[src/rtl/mux_stream_pkg.sv]
// ---------------------------------------------------------------------------
// mux_stream_pkg
// Shared definitions for the N:1 registered stream multiplexer.
//   MODE_SEL / MODE_RR : values of the top-level 'mode' input
//   lock_state_t       : packet-lock FSM states (used when MUX_STREAM_LOCK_EN
//                        is defined)
//   onehot_to_idx      : one-hot (up to 16 bits) to binary index
// ---------------------------------------------------------------------------
package mux_stream_pkg;

    localparam logic MODE_SEL = 1'b0;
    localparam logic MODE_RR  = 1'b1;

    typedef enum logic {
        UNLOCKED = 1'b0,
        LOCKED   = 1'b1
    } lock_state_t;

    // OR-reduction form: with a one-hot (or zero) input this is exact and
    // maps to a small OR tree rather than a priority chain.
    function automatic logic [3:0] onehot_to_idx(input logic [15:0] oh);
        logic [3:0] idx;
        idx = '0;
        for (int i = 0; i < 16; i++) begin
            if (oh[i]) begin
                idx = idx | 4'(i);
            end
        end
        return idx;
    endfunction

endpackage

[src/rtl/rr_arbiter.sv]
// ---------------------------------------------------------------------------
// rr_arbiter
// Purely combinational round-robin arbiter. Grants the first requester found
// searching ptr, ptr+1, ... modulo N.
// Ports:
//   req  in  N     request vector
//   ptr  in  SELW  highest-priority index this cycle (must be < N)
//   gnt  out N     one-hot grant, zero when no request
// ---------------------------------------------------------------------------
module rr_arbiter
    import mux_stream_pkg::*;
#(
    parameter  int N    = 4,
    localparam int SELW = $clog2(N)
) (
    input  logic [N-1:0]    req,
    input  logic [SELW-1:0] ptr,
    output logic [N-1:0]    gnt
);

    // pos[i] is the channel examined at search step i: (ptr + i) mod N.
    logic [SELW-1:0] pos [N];

    generate
        for (genvar gi = 0; gi < N; gi++) begin : g_pos
            logic [SELW:0] sum;
            logic [SELW:0] wrapped;
            assign sum     = {1'b0, ptr} + (SELW+1)'(gi);
            assign wrapped = (sum >= (SELW+1)'(N)) ? (sum - (SELW+1)'(N)) : sum;
            assign pos[gi] = wrapped[SELW-1:0];
        end
    endgenerate

    logic found;

    always_comb begin
        gnt   = '0;
        found = 1'b0;
        for (int i = 0; i < N; i++) begin
            if (!found && req[pos[i]]) begin
                gnt[pos[i]] = 1'b1;
                found       = 1'b1;
            end
        end
    end

endmodule

[src/rtl/mux_nx1_stream.sv]
// ---------------------------------------------------------------------------
// mux_nx1_stream
// N-input, W-bit registered stream multiplexer with valid/ready handshakes.
// A channel is chosen by 'sel' (MODE_SEL) or by round-robin (MODE_RR) and the
// chosen beat is captured into a one-deep output register (latency 1 clk,
// full throughput).
//
// Optional build macro: MUX_STREAM_LOCK_EN
//   When defined, a packet-lock FSM keeps the grant on the channel that
//   started a multi-beat packet until its last beat has transferred.
//
// Ports:
//   clk       in   1      clock, rising edge
//   rst       in   1      asynchronous reset, active-high
//   mode      in   1      MODE_SEL (0) or MODE_RR (1)
//   sel       in   SELW   channel select for MODE_SEL
//   in_valid  in   N      per-channel valid
//   in_data   in   N*W    channel k at [k*W +: W]
//   in_last   in   N      per-channel end-of-packet
//   in_ready  out  N      per-channel ready (one-hot or zero)
//   y_valid   out  1      output beat valid
//   y_data    out  W      output data
//   y_last    out  1      end-of-packet of the output beat
//   y_ch      out  SELW   source channel of the output beat
//   y_ready   in   1      downstream ready
// ---------------------------------------------------------------------------
module mux_nx1_stream
    import mux_stream_pkg::*;
#(
    parameter  int N    = 4,
    parameter  int W    = 8,
    localparam int SELW = $clog2(N)
) (
    input  logic            clk,
    input  logic            rst,
    input  logic            mode,
    input  logic [SELW-1:0] sel,
    input  logic [N-1:0]    in_valid,
    input  logic [N*W-1:0]  in_data,
    input  logic [N-1:0]    in_last,
    output logic [N-1:0]    in_ready,
    output logic            y_valid,
    output logic [W-1:0]    y_data,
    output logic            y_last,
    output logic [SELW-1:0] y_ch,
    input  logic            y_ready
);

    // -----------------------------------------------------------------------
    // Channel unpacking
    // -----------------------------------------------------------------------
    logic [W-1:0] ch_data [N];

    generate
        for (genvar gi = 0; gi < N; gi++) begin : g_unpack
            assign ch_data[gi] = in_data[gi*W +: W];
        end
    endgenerate

    // -----------------------------------------------------------------------
    // State
    // -----------------------------------------------------------------------
    logic            y_valid_reg, y_valid_next;
    logic [W-1:0]    y_data_reg,  y_data_next;
    logic            y_last_reg,  y_last_next;
    logic [SELW-1:0] y_ch_reg,    y_ch_next;
    logic [SELW-1:0] rr_ptr_reg,  rr_ptr_next;

    // -----------------------------------------------------------------------
    // Arbitration
    // -----------------------------------------------------------------------
    logic [N-1:0]    grant_sel;
    logic [N-1:0]    grant_rr;
    logic [N-1:0]    grant_arb;
    logic [N-1:0]    grant;
    logic            load;
    logic            xfer;
    logic [SELW-1:0] xfer_idx;

    // A select value outside 0..N-1 (possible when N is not a power of two)
    // grants nothing, so the output simply drains.
    always_comb begin
        grant_sel = '0;
        if ((32'(sel) < N) && in_valid[sel]) begin
            grant_sel[sel] = 1'b1;
        end
    end

    rr_arbiter #(
        .N (N)
    ) u_rr_arbiter (
        .req (in_valid),
        .ptr (rr_ptr_reg),
        .gnt (grant_rr)
    );

    assign grant_arb = (mode == MODE_RR) ? grant_rr : grant_sel;

`ifdef MUX_STREAM_LOCK_EN
    // -----------------------------------------------------------------------
    // Packet lock FSM: state register / next-state / output (grant) logic
    // -----------------------------------------------------------------------
    lock_state_t     lock_state_reg, lock_state_next;
    logic [SELW-1:0] lk_reg, lk_next;

    always_ff @(posedge clk or posedge rst) begin
        if (rst) begin
            lock_state_reg <= UNLOCKED;
            lk_reg         <= '0;
        end else begin
            lock_state_reg <= lock_state_next;
            lk_reg         <= lk_next;
        end
    end

    // While LOCKED the only possible transfer is from lk_reg, so in_last at
    // xfer_idx is the locked channel's last flag.
    always_comb begin
        lock_state_next = lock_state_reg;
        lk_next         = lk_reg;
        case (lock_state_reg)
            UNLOCKED: begin
                if (xfer && !in_last[xfer_idx]) begin
                    lock_state_next = LOCKED;
                    lk_next         = xfer_idx;
                end
            end
            LOCKED: begin
                if (xfer && in_last[xfer_idx]) begin
                    lock_state_next = UNLOCKED;
                end
            end
            default: begin
                lock_state_next = UNLOCKED;
            end
        endcase
    end

    always_comb begin
        grant = grant_arb;
        if (lock_state_reg == LOCKED) begin
            grant = '0;
            if (in_valid[lk_reg]) begin
                grant[lk_reg] = 1'b1;
            end
        end
    end
`else
    assign grant = grant_arb;
`endif

    // -----------------------------------------------------------------------
    // Handshake
    // -----------------------------------------------------------------------
    // The output register can accept a beat when it is empty or being drained
    // this cycle. Readies are held low while reset is asserted so upstream
    // sees no acceptance during the asynchronous reset window.
    assign load     = !y_valid_reg || y_ready;
    assign in_ready = (load && !rst) ? grant : '0;
    assign xfer     = |in_ready;
    assign xfer_idx = SELW'(onehot_to_idx(16'(in_ready)));

    // -----------------------------------------------------------------------
    // Output register and round-robin pointer
    // -----------------------------------------------------------------------
    always_comb begin
        y_valid_next = y_valid_reg;
        y_data_next  = y_data_reg;
        y_last_next  = y_last_reg;
        y_ch_next    = y_ch_reg;
        rr_ptr_next  = rr_ptr_reg;
        if (xfer) begin
            y_valid_next = 1'b1;
            y_data_next  = ch_data[xfer_idx];
            y_last_next  = in_last[xfer_idx];
            y_ch_next    = xfer_idx;
            rr_ptr_next  = (xfer_idx == SELW'(N-1)) ? '0 : (xfer_idx + SELW'(1));
        end else if (y_ready) begin
            // Drained with nothing to replace it; payload fields keep their
            // last value, only valid drops.
            y_valid_next = 1'b0;
        end
    end

    always_ff @(posedge clk or posedge rst) begin
        if (rst) begin
            y_valid_reg <= 1'b0;
            y_data_reg  <= '0;
            y_last_reg  <= 1'b0;
            y_ch_reg    <= '0;
            rr_ptr_reg  <= '0;
        end else begin
            y_valid_reg <= y_valid_next;
            y_data_reg  <= y_data_next;
            y_last_reg  <= y_last_next;
            y_ch_reg    <= y_ch_next;
            rr_ptr_reg  <= rr_ptr_next;
        end
    end

    assign y_valid = y_valid_reg;
    assign y_data  = y_data_reg;
    assign y_last  = y_last_reg;
    assign y_ch    = y_ch_reg;

endmodule

[config.mk]
export PLATFORM = sky130hd
export DESIGN_NAME = mux_nx1_stream
export DESIGN_NICKNAME = d
export VERILOG_FILES = /design/src/rtl/mux_stream_pkg.sv /design/src/rtl/rr_arbiter.sv /design/src/rtl/mux_nx1_stream.sv
export SDC_FILE = /design/constraint.sdc
export NUM_CORES = 1
export LEC_CHECK = 0
export BUFFER_PORTS_ARGS = -buffer_cell sky130_fd_sc_hd__buf_4
export CELL_PAD_IN_SITES_DETAIL_PLACEMENT = 2
export CELL_PAD_IN_SITES_GLOBAL_PLACEMENT = 2
export CORE_MARGIN = 3
export CORE_UTILIZATION = 26
export CTS_BUF_LIST = sky130_fd_sc_hd__clkbuf_8 sky130_fd_sc_hd__clkbuf_16
export DETAILED_ROUTE_END_ITERATION = 8
export PLACE_DENSITY = 0.87
export RECOVER_POWER = 100
export REMOVE_ABC_BUFFERS = 1
export SYNTH_ARGS = -nofsm -noshare
export SYNTH_HDL_FRONTEND = slang
export SYNTH_SLANG_ARGS = --single-unit
export TNS_END_PERCENT = 20
[constraint.sdc]
create_clock -name clk -period 3.81 [get_ports clk]
set_input_delay 0.1905 -clock clk [delete_from_list [all_inputs] [get_ports clk]]
set_output_delay 0.1905 -clock clk [all_outputs]
set_load 0.01 [all_outputs]
# == Yosys cells after proc, flatten, opt, wreduce, memory -nomap -nowiden ==
# Cells that the tools add are included.
# word_totals
out_inout_bits,16
register_bits,14
wordCells,96
inputBits,46
# op_classes
add_sub_neg,8
order_cmp,16
mux,45
n_reduce_logical,17
bitwise,4
n_eq_ne,1
# op_table
op,count
$mux 4,7
$lt 2x3->1 const B,6
$mux 1,17
$bmux 8 s2,1
$mux 8,2
$mux 2,7
$bmux 1 s2,6
$ge 3x3->1 const B,4
$or 4x4->4,3
$demux 1 s2,5
$ge 2x1->1 const B,5
$logic_and 1x1->1,9
$sub 2x1->2 const B,4
$add 2x2->3 const B,2
$logic_not 1->1,5
$reduce_or 4->1,1
$add 2x1->3 const B,1
$ge 2x3->1 const B,1
$not 2->3,1
$add 2x1->2 const B,1
$eq 2x2->1 const B,1
$reduce_bool 2->1,1
$logic_or 1x1->1,1

# == Logic depth before layout (Yosys ltp) ==
# depth
word_depth,23
ltp_mapped,12
mapped_depth_nobuf,10

# == Hierarchy ==
# A second synthesis with hierarchy kept.
# unflattened
hier_cells,142
hier_area_um2,1322.5
# modules_own_cells
module,area_each_um2,instances,cells_per_inst,seq_area_each_um2
mux_nx1_stream,984.7,1,106,350.3
rr_arbiter,337.8,1,36,0.0

# == Worst setup path after synthesis ==
# No wires, ideal clock.
# synth_path
kind,reg2reg
startpoint,register rr_ptr_reg[0]
endpoint,register rr_ptr_reg[1]
n_path_buf,3
arrival_ns,3.272
required_ns,3.685
setup_ns,0.125
period_less_slack_ns,3.397
path_stages_with_launch,13
path_slack_ns,0.413
path_cell_list,dfrtp_1 -> buf_4 -> inv_1 -> ha_1 -> mux4_2 -> nor2b_1 -> a221o_1 -> o31a_1 -> or2_1 -> buf_6 -> buf_12 -> ha_1 -> mux2_2
# synth_between
elab_chain_len,21
elab_cells_between_ends,68
classes_between,8 x add/sub; 12 x order compare; 1 x eq/ne; 33 x mux; 3 x bitwise; 11 x reduce/logical
# synth_lines
item,line_no,source
"start, declared",mux_nx1_stream.sv:67,"logic [SELW-1:0] rr_ptr_reg, rr_ptr_next;"
"start signal, assigned",mux_nx1_stream.sv:197,rr_ptr_reg <= rr_ptr_next;
branches (longest 13 deep; another with $add 2x1->3),--,
$mux 4 (*),rr_arbiter.sv:40,if (!found && req[pos[i]]) begin
$mux 4 (*),mux_nx1_stream.sv:97,assign grant_arb = (mode == MODE_RR) ? grant_rr : grant_sel;
$mux 4 (*),mux_nx1_stream.sv:159,assign in_ready = (load && !rst) ? grant : '0;
$mux 1,mux_stream_pkg.sv:25,if (oh[i]) begin
$mux 2,mux_stream_pkg.sv:25,
$mux 2 (*),mux_stream_pkg.sv:25,
named net xfer_idx[0],mux_nx1_stream.sv:78,logic [SELW-1:0] xfer_idx;
$add 2x1->2 or $eq 2x2->1 (tied branches),mux_nx1_stream.sv:177,rr_ptr_next = (xfer_idx == SELW'(N-1)) ? '0 : (xfer_idx + SELW'(1));
$mux 2 (*),mux_nx1_stream.sv:177,
# Mark *: on every way through the listed nets, which the timed path passes. The select of a mux whose other input is x is not followed.
# A chain may end at the register's enable or synchronous reset.

# == Final worst setup path ==
# layout_path
startpoint,register rr_ptr_reg[1]
endpoint,register y_data_reg[3] (netlist: y_data[3])
# layout_between
elab_chain_len,23
elab_cells_between_ends,69
classes_between,7 x add/sub; 12 x order compare; 35 x mux; 4 x bitwise; 11 x reduce/logical
# layout_lines
item,line_no,source
branches (longest 13 deep; another with $add 2x1->3),--,
$mux 4 (*),rr_arbiter.sv:40,
$mux 4 (*),mux_nx1_stream.sv:97,
$mux 4 (*),mux_nx1_stream.sv:159,
$mux 1,mux_stream_pkg.sv:25,
$mux 2 (2 in series),mux_stream_pkg.sv:25,
$not 2->3 (implied by the code),mux_nx1_stream.sv:174,y_data_next = ch_data[xfer_idx];
$bmux 8 s2,mux_nx1_stream.sv:174,
$mux 8 (implied by the code) (2 in series),mux_nx1_stream.sv:174,
"end signal, assigned",mux_nx1_stream.sv:194,y_data_reg <= y_data_next;
"end, declared",mux_nx1_stream.sv:64,"logic [W-1:0] y_data_reg, y_data_next;"
# Every way passes the cells marked *. The select of a mux whose other input is x is not followed.

==> metrics.cfg <==
[grt]
antenna_found_initial=0
grt-ovfl-total=0
use_met2_pct=32.9
grt_pass1_wl_um=8470
grt_max_degree=20
global_route.usage.met3_pct=2.83
use_met1_pct=20.7
busiest_layer=met2
grt_pass1_vias=1546
track_usage_pct=17.6

[sta]
finalSetupTns_ns=0
max_freq_ghz=0.292
period_share_pct=90.0
rsz0062_at_grt=no
relSlewSlack_pct=41.6
hold_slack_ns=0.148
fin_skew_ns=0.00270
setup_ws_ns=0.382
layout_min_cycle_time_ns=3.43
finalHoldViolCount=0
worst_pin_slew_ns=0.877
setup_viol=0
slew_viol_final=0

[finish]
largest_register_ff_count=8
diodes=0
nets=271
fin_area_sq_um=1900
area_growth_pct=37.9
drive_above_1_share_pct=31.3

[die]
io_pins=62
core-area_sq_um=4910
die_width_um=78.8
die_y_um=78.8
die-area_sq_um=6210
num_rows=25
initial_utilization_pct=28.1

[flow_run]
cap_viol_max_count=0

[hold_path]
min_path_cells=2
hold_path.class=primary input to flip-flop

[power_and_ir_drop]
sequentialPowerShare_pct=25.5
power_frac_comb_pct=62.9
switchingPower_mw=0.494
power_mw=1.07
leakagePower_nw=0.847
p_sw_share_pct=46.3
power.density_nw_per_um2=561
vdd_drop_max_uv=177
power_frac_clock_pct=11.6
p_int_mw=0.574

[setup_path]
cp.arrival_ns=3.58
r2r_cells=10
worstSetupEndpointType=flip-flop
crit_type=flip-flop to flip-flop
critPathMaxFanout=14
cp-start-kind=flip-flop
cp.required_ns=3.97

[drt]
wl_per_cell_um=18.7
viasPerCell=5.06
antenna_left=0
drt_wl_total_um=5270
firstDrtPassIters=4
drtIter0Drc=66
drc=0
vias=1421

[synth]
synth_ff_type=dfrtp_1
synth_edf_count=0
yosysWarnings=0
postSynthCellCount=150
synth_async_sr_flop_share_pct=100
ys_seq_elements=14
ys_types=45
synth_area_sq_um=1380
seq_area_frac_synth_pct=25.4
avgSynthCellArea_sq_um=9.19

[cts]
cts_setup_buffers=0
clk_pin_slew_worst_paths_ns=0.06
cts_hold_buf=1
cts_buffers=3
cts_tree=built
cts_htree_levels=1
cts_resized=0
cts.sinks=14
ctsRootBufferMaster=clkbuf_8
clock_path_buffers=2
insertion_delay_ns=0.25

[place]
pre_cts_ws_ns=0.463
io_buffers=61
place_area_sq_um=1910
hpwl_um=4230
gp_congestion=0.884

[status]
status=completed

[cells in the mapped netlist (2+ instances only)]
cell,count,area [sq um]
nand2_1,16,60.1
dfrtp_1,14,350
inv_1,12,45.0
o21ai_0,12,60.1
nor3b_1,10,75.1
and2_1,9,56.3
ha_1,9,113
mux2i_1,9,90.1
o211ai_1,9,67.6
buf_4,3,22.5
clkbuf_1,3,11.3
nand3b_1,3,22.5
o21a_1,3,22.5
o21ai_1,3,15.0
mux2_2,2,22.5
mux4_2,2,45.0
nor2_1,2,7.51
o41a_1,2,22.5
[final cells by class]
cell class | instances | area, sq um
fill | 611 | 3010
tap | 67 | 83.8
inverter | 12 | 45.0
sequential | 14 | 350
timing repair buffer | 70 | 473
clock buffer | 3 | 41.3
multi-input combinational | 115 | 908
[cell families after synthesis]
group           after synthesis  synth area share (%)
simple gates                 49                  22.1
compound gates               44                  24.5
buf+inv                      21                  8.35
flops                        14                  25.4
mux                          13                  11.4
fa+ha+maj                     9                  8.17
[path summary, 6_finish.rpt]
path / from / to / slack [ns]
worst max-delay path: rr_ptr_reg[1] / y_data[3] / 0.38
worst min-delay path: y_ready / y_valid / 0.15
worst max register to register: rr_ptr_reg[1] / y_data[3] / 0.38
worst min register to register: y_ch[1] / y_ch[1] / 0.48
max in group asynchronous: rst / y_last / 2.51
min in group asynchronous: rst / y_data[7] / 0.76
[cell usage in the layout (no fill, tap or decap), types with 3 or more instances in the layout]
cell type	instances
o21a_1	3
dfrtp_1	14
o21ai_0	13
inv_1	12
clkbuf_8	3
nand3b_1	3
mux2i_1	9
ha_1	9
clkbuf_1	14
and2_1	9
buf_4	53
nand2_1	16
nor3b_1	10
o211ai_1	9
[worst max-delay path, stage by stage (launching register included)]
cell,delay [ns]
dfrtp_1,0.52
inv_1,0.16
ha_1,0.39
mux4_2,0.61
nor2b_1,0.19
a221o_1,0.30
o31a_1,0.31
nor4b_4,0.30
clkbuf_2,0.34
nand2_1,0.11
o211ai_1,0.11
[metal layers]
| layer | wire [um] | vias to the layer above | part of all wire (%) |
|---|---|---|---|
| met3 | 152 | 8 | 2.9 |
| met2 | 2900 | 30 | 55 |
| met1 | 2120 | 703 | 40 |
| met5 | 0 | - | 0 |
| li1 | - | 680 | - |
| met4 | 95 | 0 | 1.8 |
[power groups by stage]
stage	Combinational (mW)	Sequential, mW	Clock, mW
after floorplan	0.379	0.310	0
after global placement	0.698	0.267	0
after detailed placement	0.733	0.277	0
after CTS	0.742	0.274	0.128
after global routing	0.751	0.282	0.134
final	0.672	0.272	0.123
[metrics by stage]
stage	std cells	utilization, %
after floorplan	141	-
after global placement	277	38.9
after detailed placement	277	38.9
after CTS	281	39.9
after global routing	281	38.7
final	281	38.7
No activity file was read; power rests on OpenSTA's default activity.
